==> config.mk <==
export PLATFORM = sky130hd
export DESIGN_NAME = skin_detect_ctrl
export DESIGN_NICKNAME = d
export VERILOG_FILES = /design/src/rtl/skin_detect_ctrl_pkg.sv /design/src/rtl/skin_detect_ctrl_frame_edge_det.sv /design/src/rtl/skin_detect_ctrl.sv
export SDC_FILE = /design/constraint.sdc
export NUM_CORES = 1
export LEC_CHECK = 0
export CAP_MARGIN = 20
export CORE_UTILIZATION = 45
export DETAILED_ROUTE_END_ITERATION = 12
export PLACE_DENSITY = 0.69
export SYNTH_ARGS = -nofsm -noshare
export SYNTH_HDL_FRONTEND = slang
export SYNTH_SLANG_ARGS = --single-unit
==> constraint.sdc <==
create_clock -name i_clk -period 4.57 [get_ports i_clk]
set_input_delay 1.371 -clock i_clk [delete_from_list [all_inputs] [get_ports i_clk]]
set_output_delay 1.371 -clock i_clk [all_outputs]
set_load 0.02 [all_outputs]
==> src/rtl/skin_detect_ctrl_pkg.sv <==
// Shared types and constants for the skin-detection controller.
// Register map, mode encodings, FSM states and threshold defaults.
package skin_detect_ctrl_pkg;

  typedef enum logic [2:0] {
    ADDR_CB_MIN = 3'd0,
    ADDR_CB_MAX = 3'd1,
    ADDR_CR_MIN = 3'd2,
    ADDR_CR_MAX = 3'd3,
    ADDR_MODE   = 3'd4
  } addr_e;

  typedef enum logic [1:0] {
    MODE_MASK    = 2'd0,
    MODE_BYPASS  = 2'd1,
    MODE_OVERLAY = 2'd2,
    MODE_RSVD    = 2'd3
  } mode_e;

  typedef enum logic [1:0] {
    S_IDLE = 2'd0,
    S_SYNC = 2'd1,
    S_RUN  = 2'd2
  } state_e;

  localparam logic [7:0] DEF_CB_MIN = 8'd77;
  localparam logic [7:0] DEF_CB_MAX = 8'd127;
  localparam logic [7:0] DEF_CR_MIN = 8'd133;
  localparam logic [7:0] DEF_CR_MAX = 8'd173;

  typedef struct packed {
    logic [7:0] cb_min;
    logic [7:0] cb_max;
    logic [7:0] cr_min;
    logic [7:0] cr_max;
    logic [1:0] mode;
  } thr_t;

  localparam thr_t THR_DEF = '{
    cb_min: DEF_CB_MIN,
    cb_max: DEF_CB_MAX,
    cr_min: DEF_CR_MIN,
    cr_max: DEF_CR_MAX,
    mode:   MODE_MASK
  };

  function automatic logic thr_ok(thr_t t);
    return (t.cb_min < t.cb_max) && (t.cr_min < t.cr_max);
  endfunction

endpackage

==> src/rtl/skin_detect_ctrl_frame_edge_det.sv <==
// Frame-start edge detector: flags the cycle in which the sync
// input first enters its active level.
module frame_edge_det #(
  parameter logic VS_POL = 1'b1
) (
  input  logic i_clk,
  input  logic i_rst_n,
  input  logic i_vsyn,
  output logic o_edge
);

  logic vs_q;

  // Reset to the active level so a sync held active through reset
  // is not mistaken for a fresh frame start.
  always_ff @(posedge i_clk or negedge i_rst_n) begin
    if (!i_rst_n) vs_q <= VS_POL;
    else          vs_q <= i_vsyn;
  end

  assign o_edge = (vs_q != VS_POL) && (i_vsyn == VS_POL);

endmodule

==> src/rtl/skin_detect_ctrl.sv <==
// Frame-synchronous threshold staging and per-frame skin-pixel
// counting for the skin-colour detector.
module skin_detect_ctrl
  import skin_detect_ctrl_pkg::*;
#(
  parameter logic VS_POL = 1'b1,
  parameter int   CNT_W  = 22
) (
  input  logic             i_clk,
  input  logic             i_rst_n,
  input  logic             i_enable,
  input  logic             i_vsyn,
  input  logic             i_de,
  input  logic             i_skin_flag,
  input  logic             i_cfg_wr,
  input  logic [2:0]       i_cfg_addr,
  input  logic [7:0]       i_cfg_wdata,
  input  logic             i_cfg_commit,
  output logic [7:0]       o_cfg_rdata,
  output logic             o_cfg_pending,
  output logic             o_cfg_ack,
  output logic             o_cfg_err,
  output logic [7:0]       o_cb_min,
  output logic [7:0]       o_cb_max,
  output logic [7:0]       o_cr_min,
  output logic [7:0]       o_cr_max,
  output logic [1:0]       o_mode,
  output logic [CNT_W-1:0] o_skin_cnt,
  output logic             o_cnt_valid,
  output logic [15:0]      o_frame_cnt
);

  localparam logic [CNT_W-1:0] ACC_MAX = '1;
  localparam logic [CNT_W-1:0] ACC_ONE = CNT_W'(1);

  logic       edge_s;
  thr_t       stg_q, stg_w, act_q;
  logic       pend_q, pend_d;
  logic       ack_q, err_q;
  logic [7:0] rdata_q, rdata_d;
  logic       pix, xfer, cmt_ok;

  state_e     state_q, state_d;
  logic       cnt_en, report, acc_clr;

  logic [CNT_W-1:0] acc_q, acc_d, skin_q;
  logic             vld_q;
  logic [15:0]      frm_q;

  frame_edge_det #(.VS_POL(VS_POL)) u_edge (
    .i_clk   (i_clk),
    .i_rst_n (i_rst_n),
    .i_vsyn  (i_vsyn),
    .o_edge  (edge_s)
  );

  assign pix = i_de & i_skin_flag;

  // Staging view including a same-cycle write, used for validation.
  always_comb begin
    stg_w = stg_q;
    if (i_cfg_wr) begin
      case (i_cfg_addr)
        ADDR_CB_MIN: stg_w.cb_min = i_cfg_wdata;
        ADDR_CB_MAX: stg_w.cb_max = i_cfg_wdata;
        ADDR_CR_MIN: stg_w.cr_min = i_cfg_wdata;
        ADDR_CR_MAX: stg_w.cr_max = i_cfg_wdata;
        ADDR_MODE:   stg_w.mode   = i_cfg_wdata[1:0];
        default:     stg_w        = stg_q;
      endcase
    end
  end

  assign cmt_ok = i_cfg_commit & thr_ok(stg_w);
  assign xfer   = edge_s & pend_q;
  assign pend_d = cmt_ok | (pend_q & ~xfer);

  always_comb begin
    rdata_d = '0;
    case (i_cfg_addr)
      ADDR_CB_MIN: rdata_d = act_q.cb_min;
      ADDR_CB_MAX: rdata_d = act_q.cb_max;
      ADDR_CR_MIN: rdata_d = act_q.cr_min;
      ADDR_CR_MAX: rdata_d = act_q.cr_max;
      ADDR_MODE:   rdata_d = {6'd0, act_q.mode};
      default:     rdata_d = '0;
    endcase
  end

  always_ff @(posedge i_clk or negedge i_rst_n) begin
    if (!i_rst_n) begin
      stg_q   <= THR_DEF;
      act_q   <= THR_DEF;
      pend_q  <= 1'b0;
      ack_q   <= 1'b0;
      err_q   <= 1'b0;
      rdata_q <= '0;
    end else begin
      stg_q   <= stg_w;
      if (xfer) act_q <= stg_q;
      pend_q  <= pend_d;
      ack_q   <= xfer;
      err_q   <= i_cfg_commit & ~cmt_ok;
      rdata_q <= rdata_d;
    end
  end

  always_ff @(posedge i_clk or negedge i_rst_n) begin
    if (!i_rst_n) state_q <= S_IDLE;
    else          state_q <= state_d;
  end

  always_comb begin
    state_d = state_q;
    if (!i_enable) begin
      state_d = S_IDLE;
    end else begin
      unique case (state_q)
        S_IDLE:  state_d = S_SYNC;
        S_SYNC:  if (edge_s) state_d = S_RUN;
        S_RUN:   state_d = S_RUN;
        default: state_d = S_IDLE;
      endcase
    end
  end

  always_comb begin
    report  = 1'b0;
    acc_clr = 1'b0;
    cnt_en  = 1'b0;
    if (!i_enable) begin
      acc_clr = 1'b1;
    end else begin
      unique case (state_q)
        S_SYNC:  acc_clr = edge_s;
        S_RUN: begin
          report = edge_s;
          cnt_en = pix;
        end
        default: acc_clr = 1'b0;
      endcase
    end
  end

  // A pixel on the edge cycle belongs to the new frame.
  always_comb begin
    acc_d = acc_q;
    if (acc_clr)
      acc_d = '0;
    else if (report)
      acc_d = cnt_en ? ACC_ONE : '0;
    else if (cnt_en && acc_q != ACC_MAX)
      acc_d = acc_q + ACC_ONE;
  end

  always_ff @(posedge i_clk or negedge i_rst_n) begin
    if (!i_rst_n) begin
      acc_q  <= '0;
      skin_q <= '0;
      vld_q  <= 1'b0;
      frm_q  <= '0;
    end else begin
      acc_q <= acc_d;
      vld_q <= report;
      if (report) begin
        skin_q <= acc_q;
        frm_q  <= frm_q + 16'd1;
      end
    end
  end

  assign o_cfg_rdata   = rdata_q;
  assign o_cfg_pending = pend_q;
  assign o_cfg_ack     = ack_q;
  assign o_cfg_err     = err_q;
  assign o_cb_min      = act_q.cb_min;
  assign o_cb_max      = act_q.cb_max;
  assign o_cr_min      = act_q.cr_min;
  assign o_cr_max      = act_q.cr_max;
  assign o_mode        = act_q.mode;
  assign o_skin_cnt    = skin_q;
  assign o_cnt_valid   = vld_q;
  assign o_frame_cnt   = frm_q;

endmodule

==> results by group, run 1 <==
Outcome
  – Status: finished, final reports clean

Power
  – Int Pwr: 3.08 mW
  – Peak supply drop: 0.000290 V
  – Pwr/cell area: 532 mW/mm^2
  – Lkg Pwr: 3.68 nW
  – Switching part of the total power: 0.298
  – Share of power burned in the clock network: 0.294
  – Psw: 1.31 mW
  – Register share of total power: 0.417
  – Combinational Power Share: 0.289

Synth
  – Post-synth EDFFs: 0
  – Synth area leaders: dfrtp_1, dfstp_2, mux2_2, nand2_1, ha_1
  – Asr flop ratio synth: 1.00
  – Synth Instances: 542
  – Post-synth top area cell: dfrtp_1
  – Synthesis-stage register bit count: 143
  – Sequential-to-total area share from yosys stat: 0.564
  – Post-Synthesis Net Count: 580
  – Mean post-synth cell area: 11.9 um^2
  – Dominant synthesized flop cell: dfrtp_1
  – Synthesis warning total: 0
  – Most common cell in the synthesized netlist: dfrtp_1
  – Commonest cells in the netlist: dfrtp_1, nand2_1, mux2_2
  – Syn Std Cell Area: 0.00643 mm^2
  – Synth unique cells: 52
  – Share of the synthesized area in the top cell type: 0.405

Finish
  – Number of fillers in the final layout: 1,132
  – Diode count: 0
  – Layout area overhead: 28.2%
  – Net count, final: 694
  – Share of cells above drive strength 1: 0.229
  – Area of the multi-input gates: 0.00262 mm^2
  – Register area: 0.00363 mm^2
  – Final core utilization: 0.594

Detailed routing
  – DR pass1 iterations: 4
  – Wirelength per Cell: 16.7 um
  – Detailed Route WL: 14.2 mm
  – Vias after detailed routing: 4,528
  – Initial DRC count: 239
  – Remaining DRCs: 0
  – Via/cell ratio: 5.33
  – ANT nets after route: 0

Clock tree
  – PostCTS Resize Cnt: 0
  – # clock sinks: 143
  – Post-CTS Setup Inserts: 0
  – CTS Buf Count: 17
  – Clock slew at reported path FFs: 60 ps
  – Clock buffer depth: 2
  – CTS tree: yes
  – Clk root buf: clkbuf_16
  – Hold Buf Count CTS: 0
  – Clk Latency, worst-skew pair: 420 ps
  – CTS H-tree lvls: 4

Die
  – Core Region: 0.0139 mm^2
  – Die area: 0.0148 mm^2
  – Starting Density: 0.463
  – Chip Height: 122 um
  – Die X: 122 um
  – Cell Rows: 43
  – Num ports: 103

STA
  – Final Hold Viols: 0
  – Final worst setup slack: 682 ps
  – Fmax: 257 MHz
  – Final period util: 0.851
  – Worst rel slew slack: 0.391
  – Clock Skews: 6.08 ps
  – Max-slew violations: 0
  – Unrepaired setup endpoints after global routing: no
  – Min cycle time layout: 3890 ps
  – Least-Margin Pin Slew: 907 ps
  – Final setup vio count: 0
  – Total negative slack: 0 ps

Flow run
  – Max cap viols: 0

Setup path
  – Setup slack, reg-to-reg: 2240 ps
  – CP Data Required Time: 4920 ps
  – Crit Path Max Fanout: 8
  – Reg2reg path depth: 7
  – CP Class: primary input to flip-flop
  – Crit. End Element: flip-flop
  – Reg-to-reg critical path endpoint: acc_q[6]
  – Crit start category: primary input
  – Arrival @ worst endpoint: 4240 ps
  – FF-to-FF Start: state_q[0]

Min path
  – Min-delay src: o_frame_cnt[15]
  – Hold endpoint: o_frame_cnt[15]
  – Worst hold path type: flip-flop to flip-flop
  – Hold depth: 1

GRT
  – GRT overflow: 0
  – Vias in the first global route: 4,549
  – Largest net degree at the start of global routing: 95
  – First-pass GRT wire length: 22.9 mm
  – Initial antenna violation count: 0
  – GRT Total Usage: 0.205

Place
  – Worst slack, placed: 267 ps
  – IO Port Bufs: 102
  – Post-detail-place hpwl: 10.1 mm
  – RePlAce Congestion: 0.873
## worst max-delay path by stage
stage | startpoint | endpoint | cells past startpoint | slack [ps]
6_report | i_cfg_addr[2] | o_cfg_pending | 10 | 680
4_1_cts | i_cfg_addr[2] | o_cfg_pending | 10 | 690
3_5_place_dp | i_cfg_addr[2] | o_cfg_err | 10 | 270
2_1_floorplan | i_cfg_addr[1] | o_cfg_pending | 9 | 1040
3_3_place_gp | i_cfg_addr[2] | o_cfg_err | 10 | 350
5_1_grt | i_cfg_addr[2] | o_cfg_err | 10 | 550
## registers in the layout, indices dropped and copies added, names as in the netlist
| register | cells |
|---|---|
| stg_q | 34 |
| acc_q | 22 |
| o_skin_cnt | 22 |
| o_frame_cnt | 16 |
| o_cb_max | 8 |
| o_cb_min | 8 |
| o_cfg_rdata | 8 |
| o_cr_max | 8 |
| o_cr_min | 8 |
| o_mode | 2 |
| state_q | 2 |
| o_cfg_ack | 1 |
| o_cfg_err | 1 |
| o_cfg_pending | 1 |
| o_cnt_valid | 1 |
| u_edge.vs_q | 1 |
## per-layer routing
layer  vias up  global-route usage  share of wire
li1       2113                   -              -
met1      2268               0.256           0.44
met2       121               0.328           0.49
met3        26              0.0602          0.051
met4         0              0.0926          0.025
met5         -                   0              0
## area by class of cell
type,instances,area share
clock buffers,26,0.0606
clock inverters,6,0.00698
inverters,26,0.0118
multi-input cells,353,0.317
flip-flops and latches,143,0.440
well taps,180,0.0273
repair buffers,115,0.136
## worst max-delay path, stage by stage
cell	delay [ps]
clkdlybuf4s50_1	600
nor4b_4	340
buf_4	220
mux2_2	370
ha_1	320
nand4_1	120
nor2_1	80
o211a_1	130
a2111oi_2	440
a32o_1	220
## logic make-up (layout without fill, tap and decap cells)
kind of cell	count (synthesis)	count (layout)	share of synthesized area
simple gates	174	174	0.134
flops	143	143	0.564
mux	78	78	0.144
compound gates	57	57	0.0580
buf+inv	46	173	0.0286
xor+xnor	25	25	0.0341
fa+ha+maj	19	19	0.0370
## placed cells by master (no fill, tap or decap), types with 11 or more instances in the layout
| cell | count |
|---|---|
| dfrtp_1 | 104 |
| clkdlybuf4s50_1 | 101 |
| nand2_1 | 86 |
| mux2_2 | 57 |
| dfstp_2 | 39 |
| inv_1 | 25 |
| nor2_1 | 20 |
| ha_1 | 19 |
| nand3_1 | 18 |
| clkbuf_16 | 17 |
| mux2i_1 | 15 |
| a21oi_1 | 15 |
| o21ai_0 | 14 |
| xor2_1 | 14 |
| buf_4 | 13 |
| xnor2_1 | 11 |
## power by group through the flow
stage	logic [mW]	clock network (mW)	registers [mW]
finish	1.27	1.29	1.83
global placement	1.24	0	1.84
global route	1.36	1.37	1.86
CTS	1.28	1.32	1.83
detailed placement	1.27	0	1.85
floorplan	0.491	0	2.02
## per-stage QoR
| step | area (um^2) | total power, mW | hold WS (ps) | instances |
|---|---|---|---|---|
| floorplan | 6430 | 2.51 | 462 | 542 |
| detailed placement | 7690 | 3.12 | 461 | 817 |
| CTS | 8240 | 4.43 | 476 | 849 |
| global placement | 7690 | 3.08 | 457 | 817 |
| finish | 8240 | 4.39 | 471 | 849 |
| global route | 8240 | 4.59 | 493 | 849 |
(Power assumes the default switching activity.)
==> inputs of run 2 (changes only) <==
--- a/config.mk
+++ b/config.mk
@@ -6,6 +6,7 @@
 export NUM_CORES = 1
 export LEC_CHECK = 0
 export CAP_MARGIN = 20
+export CORE_MARGIN = 5
 export CORE_UTILIZATION = 45
 export DETAILED_ROUTE_END_ITERATION = 12
 export PLACE_DENSITY = 0.69
==> run 2 against run 1 <==
Critical path depth fell by 1. Via count down 0.99%. Clock power barely moved. Worst setup slack lost 57 ps. Total power barely moved.
==> results by group, run 2 (same netlist as run 1, synthesis figures left out) <==
Outcome
  – Status: finished, final reports clean (unchanged)

Setup path
  – CP Class: primary input to flip-flop (unchanged)
  – Crit. End Element: flip-flop (unchanged)
  – Crit start category: primary input (unchanged)
  – CP Data Required Time: 4840 ps (was 4920 ps)
  – Crit Path Max Fanout: 9 (was 8)
  – FF-to-FF Start: acc_q[16] (was state_q[0])
  – Arrival @ worst endpoint: 4220 ps (was 4240 ps)
  – Critical Path Source: i_cfg_addr[0] (was i_cfg_addr[2])
  – Setup slack, reg-to-reg: 2300 ps (was 2240 ps)

Detailed routing
  – ANT nets after route: 0 (unchanged)
  – Remaining DRCs: 0 (unchanged)
  – Via/cell ratio: 5.29 (was 5.33)
  – Vias after detailed routing: 4,483 (was 4,528)
  – Wirelength per Cell: 17.3 um (was 16.7 um)
  – DR pass1 iterations: 4 (unchanged)
  – Detailed Route WL: 14.7 mm (was 14.2 mm)
  – Initial DRC count: 225 (was 239)

Clock tree
  – Hold Buf Count CTS: 0 (unchanged)
  – Post-CTS Setup Inserts: 0 (unchanged)
  – # clock sinks: 143 (unchanged)
  – Clock buffer depth: 2 (unchanged)
  – CTS Buf Count: 17 (unchanged)
  – Clock slew at reported path FFs: 50 ps (was 60 ps)
  – CTS tree: yes (unchanged)
  – Clk root buf: clkbuf_16 (unchanged)
  – CTS H-tree lvls: 4 (unchanged)
  – PostCTS Resize Cnt: 0 (unchanged)
  – Clk Latency, worst-skew pair: 420 ps (about the same)

STA
  – Final Hold Viols: 0 (unchanged)
  – Min cycle time layout: 3950 ps (was 3890 ps)
  – Max-slew violations: 0 (unchanged)
  – Final worst setup slack: 625 ps (was 682 ps)
  – Worst rel slew slack: 0.467 (was 0.391)
  – Unrepaired setup endpoints after global routing: no (unchanged)
  – Final setup vio count: 0 (unchanged)
  – Least-Margin Pin Slew: 800 ps (was 907 ps)
  – Clock Skews: 15.9 ps (was 6.08 ps)
  – Final period util: 0.863 (was 0.851)
  – Fmax: 253 MHz (was 257 MHz)
  – Total negative slack: 0 ps (unchanged)

Finish
  – Layout area overhead: 28.1% (was 28.2%)
  – Max reg flops: 34 (unchanged)
  – Number of fillers in the final layout: 1,153 (was 1,132)
  – Final core utilization: 0.591 (was 0.594)
  – Net count, final: 693 (was 694)
  – Share of cells above drive strength 1: 0.228 (was 0.229)
  – Diode count: 0 (unchanged)
  – Largest Register: stg_q (unchanged)
  – Most common cell after layout, fill and taps aside: dfrtp_1 (unchanged)
  – Most frequent cells in the layout: dfrtp_1, clkdlybuf4s50_1, nand2_1, mux2_2, dfstp_2 (unchanged)

Die
  – Chip Height: 130 um (was 122 um)
  – Core Region: 0.0139 mm^2 (about the same)
  – Die area: 0.0168 mm^2 (was 0.0148 mm^2)
  – Cell Rows: 43 (unchanged)
  – Starting Density: 0.461 (was 0.463)
  – Num ports: 103 (unchanged)
  – Die X: 130 um (was 122 um)

Power
  – Int Pwr: 3.08 mW (about the same)
  – Combinational Power Share: 0.288 (was 0.289)
  – Psw: 1.31 mW (about the same)
  – Pwr/cell area: 532 mW/mm^2 (about the same)
  – Share of power burned in the clock network: 0.295 (was 0.294)
  – Lkg Pwr: 3.68 nW (about the same)
  – Switching part of the total power: 0.298 (about the same)
  – Design Power: 4.38 mW (was 4.39 mW)
  – Peak supply drop: 0.000219 V (was 0.000290 V)
  – Register share of total power: 0.417 (about the same)

Min path
  – Min-delay src: o_skin_cnt[2] (was o_frame_cnt[15])
  – Worst hold path type: flip-flop to flip-flop (unchanged)

GRT
  – GRT overflow: 0 (unchanged)
  – First-pass GRT wire length: 24.2 mm (was 22.9 mm)
  – GRT Total Usage: 0.185 (was 0.205)
  – Largest net degree at the start of global routing: 88 (was 95)
  – Vias in the first global route: 4,689 (was 4,549)
  – Initial antenna violation count: 0 (unchanged)

Place
  – Worst slack, placed: 193 ps (was 267 ps)
  – RePlAce Congestion: 0.822 (was 0.873)
  – Post-detail-place hpwl: 10.6 mm (was 10.1 mm)
  – IO Port Bufs: 102 (unchanged)

Flow run
  – Max cap viols: 0 (unchanged)
run 2: stage by stage:
step | hold WS [ps] | instances | instance area, um^2
floorplan | 462 | 542 | 6430
global placement | 458 | 816 | 7680
detailed placement | 462 | 816 | 7680
CTS | 475 | 848 | 8240
global route | 492 | 848 | 8240
finish | 472 | 848 | 8240
run 2: final timing paths:
| check | endpoint | cells past startpoint |
|---|---|---|
| setup / recovery | o_cfg_err | 9 |
| setup reg to reg | acc_q[15] | 5 |
| hold / removal | o_skin_cnt[2] | 2 |
| max in group asynchronous | stg_q[21] | 2 |
| hold reg to reg | o_skin_cnt[2] | 2 |
| min in group asynchronous | o_cfg_rdata[4] | 1 |
run 2: routing by layer:
layer  track usage  vias to the layer above  part of all wire
met5             0                        -                 0
met4        0.0727                        0             0.014
met3        0.0495                       18             0.049
met2         0.305                      102              0.51
met1         0.233                     2250              0.43
li1              -                     2113                 -
run 2: critical path, cell delays in order:
cell,delay [ps]
clkdlybuf4s50_1,590
nor4b_4,650
mux2_2,420
ha_1,310
nand4_1,120
nor2_1,90
o211a_1,140
a2111oi_2,390
a21boi_0,140
run 2: power groups by stage:
stage          registers [mW]  clock network [mW]  logic, mW
6_report                 1.83                1.29       1.26
5_1_grt                  1.87                1.37       1.36
4_1_cts                  1.84                1.32       1.28
2_1_floorplan            2.02                   0      0.491
3_3_place_gp             1.84                   0       1.25
3_5_place_dp             1.85                   0       1.27
run 2: layout make-up:
type                       instances  area (um^2)  area share
tap                              180          225      0.0273
timing repair buffer             114         1110       0.135
multi-input combinational        353         2620       0.318
clock buffer                      26          499      0.0606
sequential                       143         3630       0.440
inverter                          26         97.6      0.0119
clock inverter                     6         57.6     0.00699
==> inputs of run 3 (changes only) <==
--- a/config.mk
+++ b/config.mk
@@ -7,9 +7,9 @@
 export LEC_CHECK = 0
 export CAP_MARGIN = 20
 export CORE_MARGIN = 5
-export CORE_UTILIZATION = 45
+export CORE_UTILIZATION = 50
 export DETAILED_ROUTE_END_ITERATION = 12
-export PLACE_DENSITY = 0.69
+export PLACE_DENSITY = 0.75
 export SYNTH_ARGS = -nofsm -noshare
 export SYNTH_HDL_FRONTEND = slang
 export SYNTH_SLANG_ARGS = --single-unit
==> run 3 against run 2 <==
Core utilization is 5.9 points higher. Sequential power hardly changed. Cell count is 1.1% lower. Combinational power hardly changed. Non-clock buffer count is 1 lower. Fmax is 1.7% higher. Clock-buffer cell count is 2 lower. Sequential share of layout area is 0.17 points higher. Worst setup slack better by 64 ps. Global-route usage is 2.1 points higher. Critical path type unchanged. Design area is 0.40% lower. Flip-flop and latch count stayed put.
==> results by group, run 3 (same netlist as run 1, synthesis figures left out) <==
Outcome
  – Status: finished, final reports clean (unchanged)

Detailed routing
  – Detailed Route WL: 14.6 mm (was 14.7 mm)
  – Wirelength per Cell: 17.4 um (was 17.3 um)
  – Via/cell ratio: 5.35 (was 5.29)
  – ANT nets after route: 0 (unchanged)
  – DR pass1 iterations: 4 (unchanged)
  – Remaining DRCs: 0 (unchanged)
  – Vias after detailed routing: 4,490 (was 4,483)
  – Initial DRC count: 374 (was 225)

Setup path
  – Max incr delay on CP: 570 ps (was 650 ps)
  – Critical path's slowest cell: clkdlybuf4s50_1 (was nor4b_4)
  – Crit start category: primary input (unchanged)
  – Crit. End Element: flip-flop (unchanged)
  – CP Data Required Time: 4850 ps (was 4840 ps)
  – CP Class: primary input to flip-flop (unchanged)
  – CP Buf/Inv Count: 1 (unchanged)
  – Arrival @ worst endpoint: 4160 ps (was 4220 ps)
  – Crit Path Max Fanout: 8 (was 9)
  – Crit-path cells: clkdlybuf4s50_1 -> and4bb_2 -> mux2i_1 -> ha_1 -> nand4_1 -> nor2_1 -> o211a_1 -> a2111oi_2 -> a21boi_0 (was clkdlybuf4s50_1 -> nor4b_4 -> mux2_2 -> ha_1 -> nand4_1 -> nor2_1 -> o211a_1 -> a2111oi_2 -> a21boi_0)
  – Delay-heaviest family, CP: simple AND/OR/NAND/NOR gates (unchanged)

STA
  – Min cycle time layout: 3880 ps (was 3950 ps)
  – Final period util: 0.849 (was 0.863)
  – Total negative slack: 0 ps (unchanged)
  – Worst rel slew slack: 0.404 (was 0.467)
  – Final Hold Viols: 0 (unchanged)
  – Final setup vio count: 0 (unchanged)
  – Clock Skews: 6.79 ps (was 15.9 ps)
  – Fmax: 258 MHz (was 253 MHz)
  – Unrepaired setup endpoints after global routing: no (unchanged)
  – Max-slew violations: 0 (unchanged)
  – Fin Hold WS: 460 ps (was 472 ps)
  – Least-Margin Pin Slew: 887 ps (was 800 ps)

Place
  – Post-detail-place hpwl: 10.2 mm (was 10.6 mm)
  – RePlAce Congestion: 0.852 (was 0.822)
  – Area after DPL: 0.00767 mm^2 (was 0.00768 mm^2)
  – IO Port Bufs: 102 (unchanged)

Finish
  – Most common cell after layout, fill and taps aside: dfrtp_1 (unchanged)
  – Post-route cell area: 0.00820 mm^2 (was 0.00824 mm^2)
  – Share of cells above drive strength 1: 0.225 (was 0.228)
  – Net count, final: 692 (was 693)
  – Layout area overhead: 27.6% (was 28.1%)
  – Most frequent cells in the layout: dfrtp_1, clkdlybuf4s50_1, nand2_1, mux2_2, dfstp_2 (unchanged)
  – Final core utilization: 0.650 (was 0.591)
  – Largest Register: stg_q (unchanged)
  – Diode count: 0 (unchanged)
  – Number of fillers in the final layout: 986 (was 1,153)
  – Max reg flops: 34 (unchanged)

Clock tree
  – Post-CTS Setup Inserts: 0 (unchanged)
  – PostCTS Resize Cnt: 0 (unchanged)
  – CTS Buf Count: 17 (unchanged)
  – Hold Buf Count CTS: 0 (unchanged)
  – Clock buffer depth: 2 (unchanged)
  – Clock slew at reported path FFs: 60 ps (was 50 ps)
  – Clk Latency, worst-skew pair: 410 ps (was 420 ps)
  – # clock sinks: 143 (unchanged)
  – CTS H-tree lvls: 4 (unchanged)
  – CTS tree: yes (unchanged)
  – Clk root buf: clkbuf_16 (unchanged)

Power
  – Pwr/cell area: 533 mW/mm^2 (was 532 mW/mm^2)
  – Peak supply drop: 0.000266 V (was 0.000219 V)
  – Lkg Pwr: 3.66 nW (was 3.68 nW)

GRT
  – GRT overflow: 0 (unchanged)
  – First-pass GRT wire length: 24.3 mm (was 24.2 mm)
  – Largest net degree at the start of global routing: 78 (was 88)
  – GRT Total Usage: 0.206 (was 0.185)
  – Vias in the first global route: 4,667 (was 4,689)
  – Initial antenna violation count: 0 (unchanged)

Min path
  – Worst hold path type: flip-flop to flip-flop (unchanged)

Die
  – Num ports: 103 (unchanged)
  – Cell Rows: 41 (was 43)
  – Die X: 123 um (was 130 um)
  – Starting Density: 0.509 (was 0.461)
  – Chip Height: 123 um (was 130 um)
  – Core Region: 0.0126 mm^2 (was 0.0139 mm^2)
  – Die area: 0.0152 mm^2 (was 0.0168 mm^2)

Flow run
  – Max cap viols: 0 (unchanged)
-- run 3: cell count changes in the layout (fill, tap and decap cells not counted) --
cell	change
buf_12	+1
clkbuf_8	-3
clkbuf_1	+1
clkinv_2	+2
buf_4	-2
-- run 3: layout make-up --
class	count	area (um^2)	area share
Clock inverter	8	67.6	0.00824
Inverter	26	97.6	0.0119
Tap cell	172	215	0.0262
Sequential cell	143	3630	0.442
Clock buffer	24	462	0.0563
Timing Repair Buffer	113	1120	0.136
Multi-Input combinational cell	353	2620	0.319
-- run 3: metal layers --
metal / up-vias / track usage / part of all wire
met2: 112 / 0.320 / 0.48
met1: 2255 / 0.285 / 0.45
li1: 2104 / - / -
met3: 19 / 0.0448 / 0.051
met4: 0 / 0.0740 / 0.016
met5: - / 0 / 0
-- run 3: worst paths after layout --
kind	from	endpoint	slack [ps]	cells past startpoint
max in group asynchronous	i_rst_n	u_edge.vs_q	2740	2
worst min register to register	o_frame_cnt[15]	o_frame_cnt[15]	460	1
worst max register to register	state_q[0]	acc_q[6]	2260	7
worst min-delay path	o_frame_cnt[15]	o_frame_cnt[15]	460	1
worst max-delay path	i_cfg_addr[2]	o_cfg_err	690	9
min in group asynchronous	i_rst_n	o_cr_min[6]	980	1
-- run 3: stage by stage --
step	total power, mW	worst slack (ps)	std cells
after floorplan	2.51	1040	542
after global placement	3.09	407	807
after detailed placement	3.13	293	807
after CTS	4.41	694	839
after global routing	4.58	512	839
final	4.37	689	839
-- run 3: power by group --
| part | switching [mW] | total, mW | internal [mW] |
|---|---|---|---|
| logic | 0.630 | 1.29 | 0.656 |
| clock network | 0.506 | 1.26 | 0.757 |
| registers | 0.201 | 1.82 | 1.62 |
| total | 1.34 | 4.37 | 3.03 |
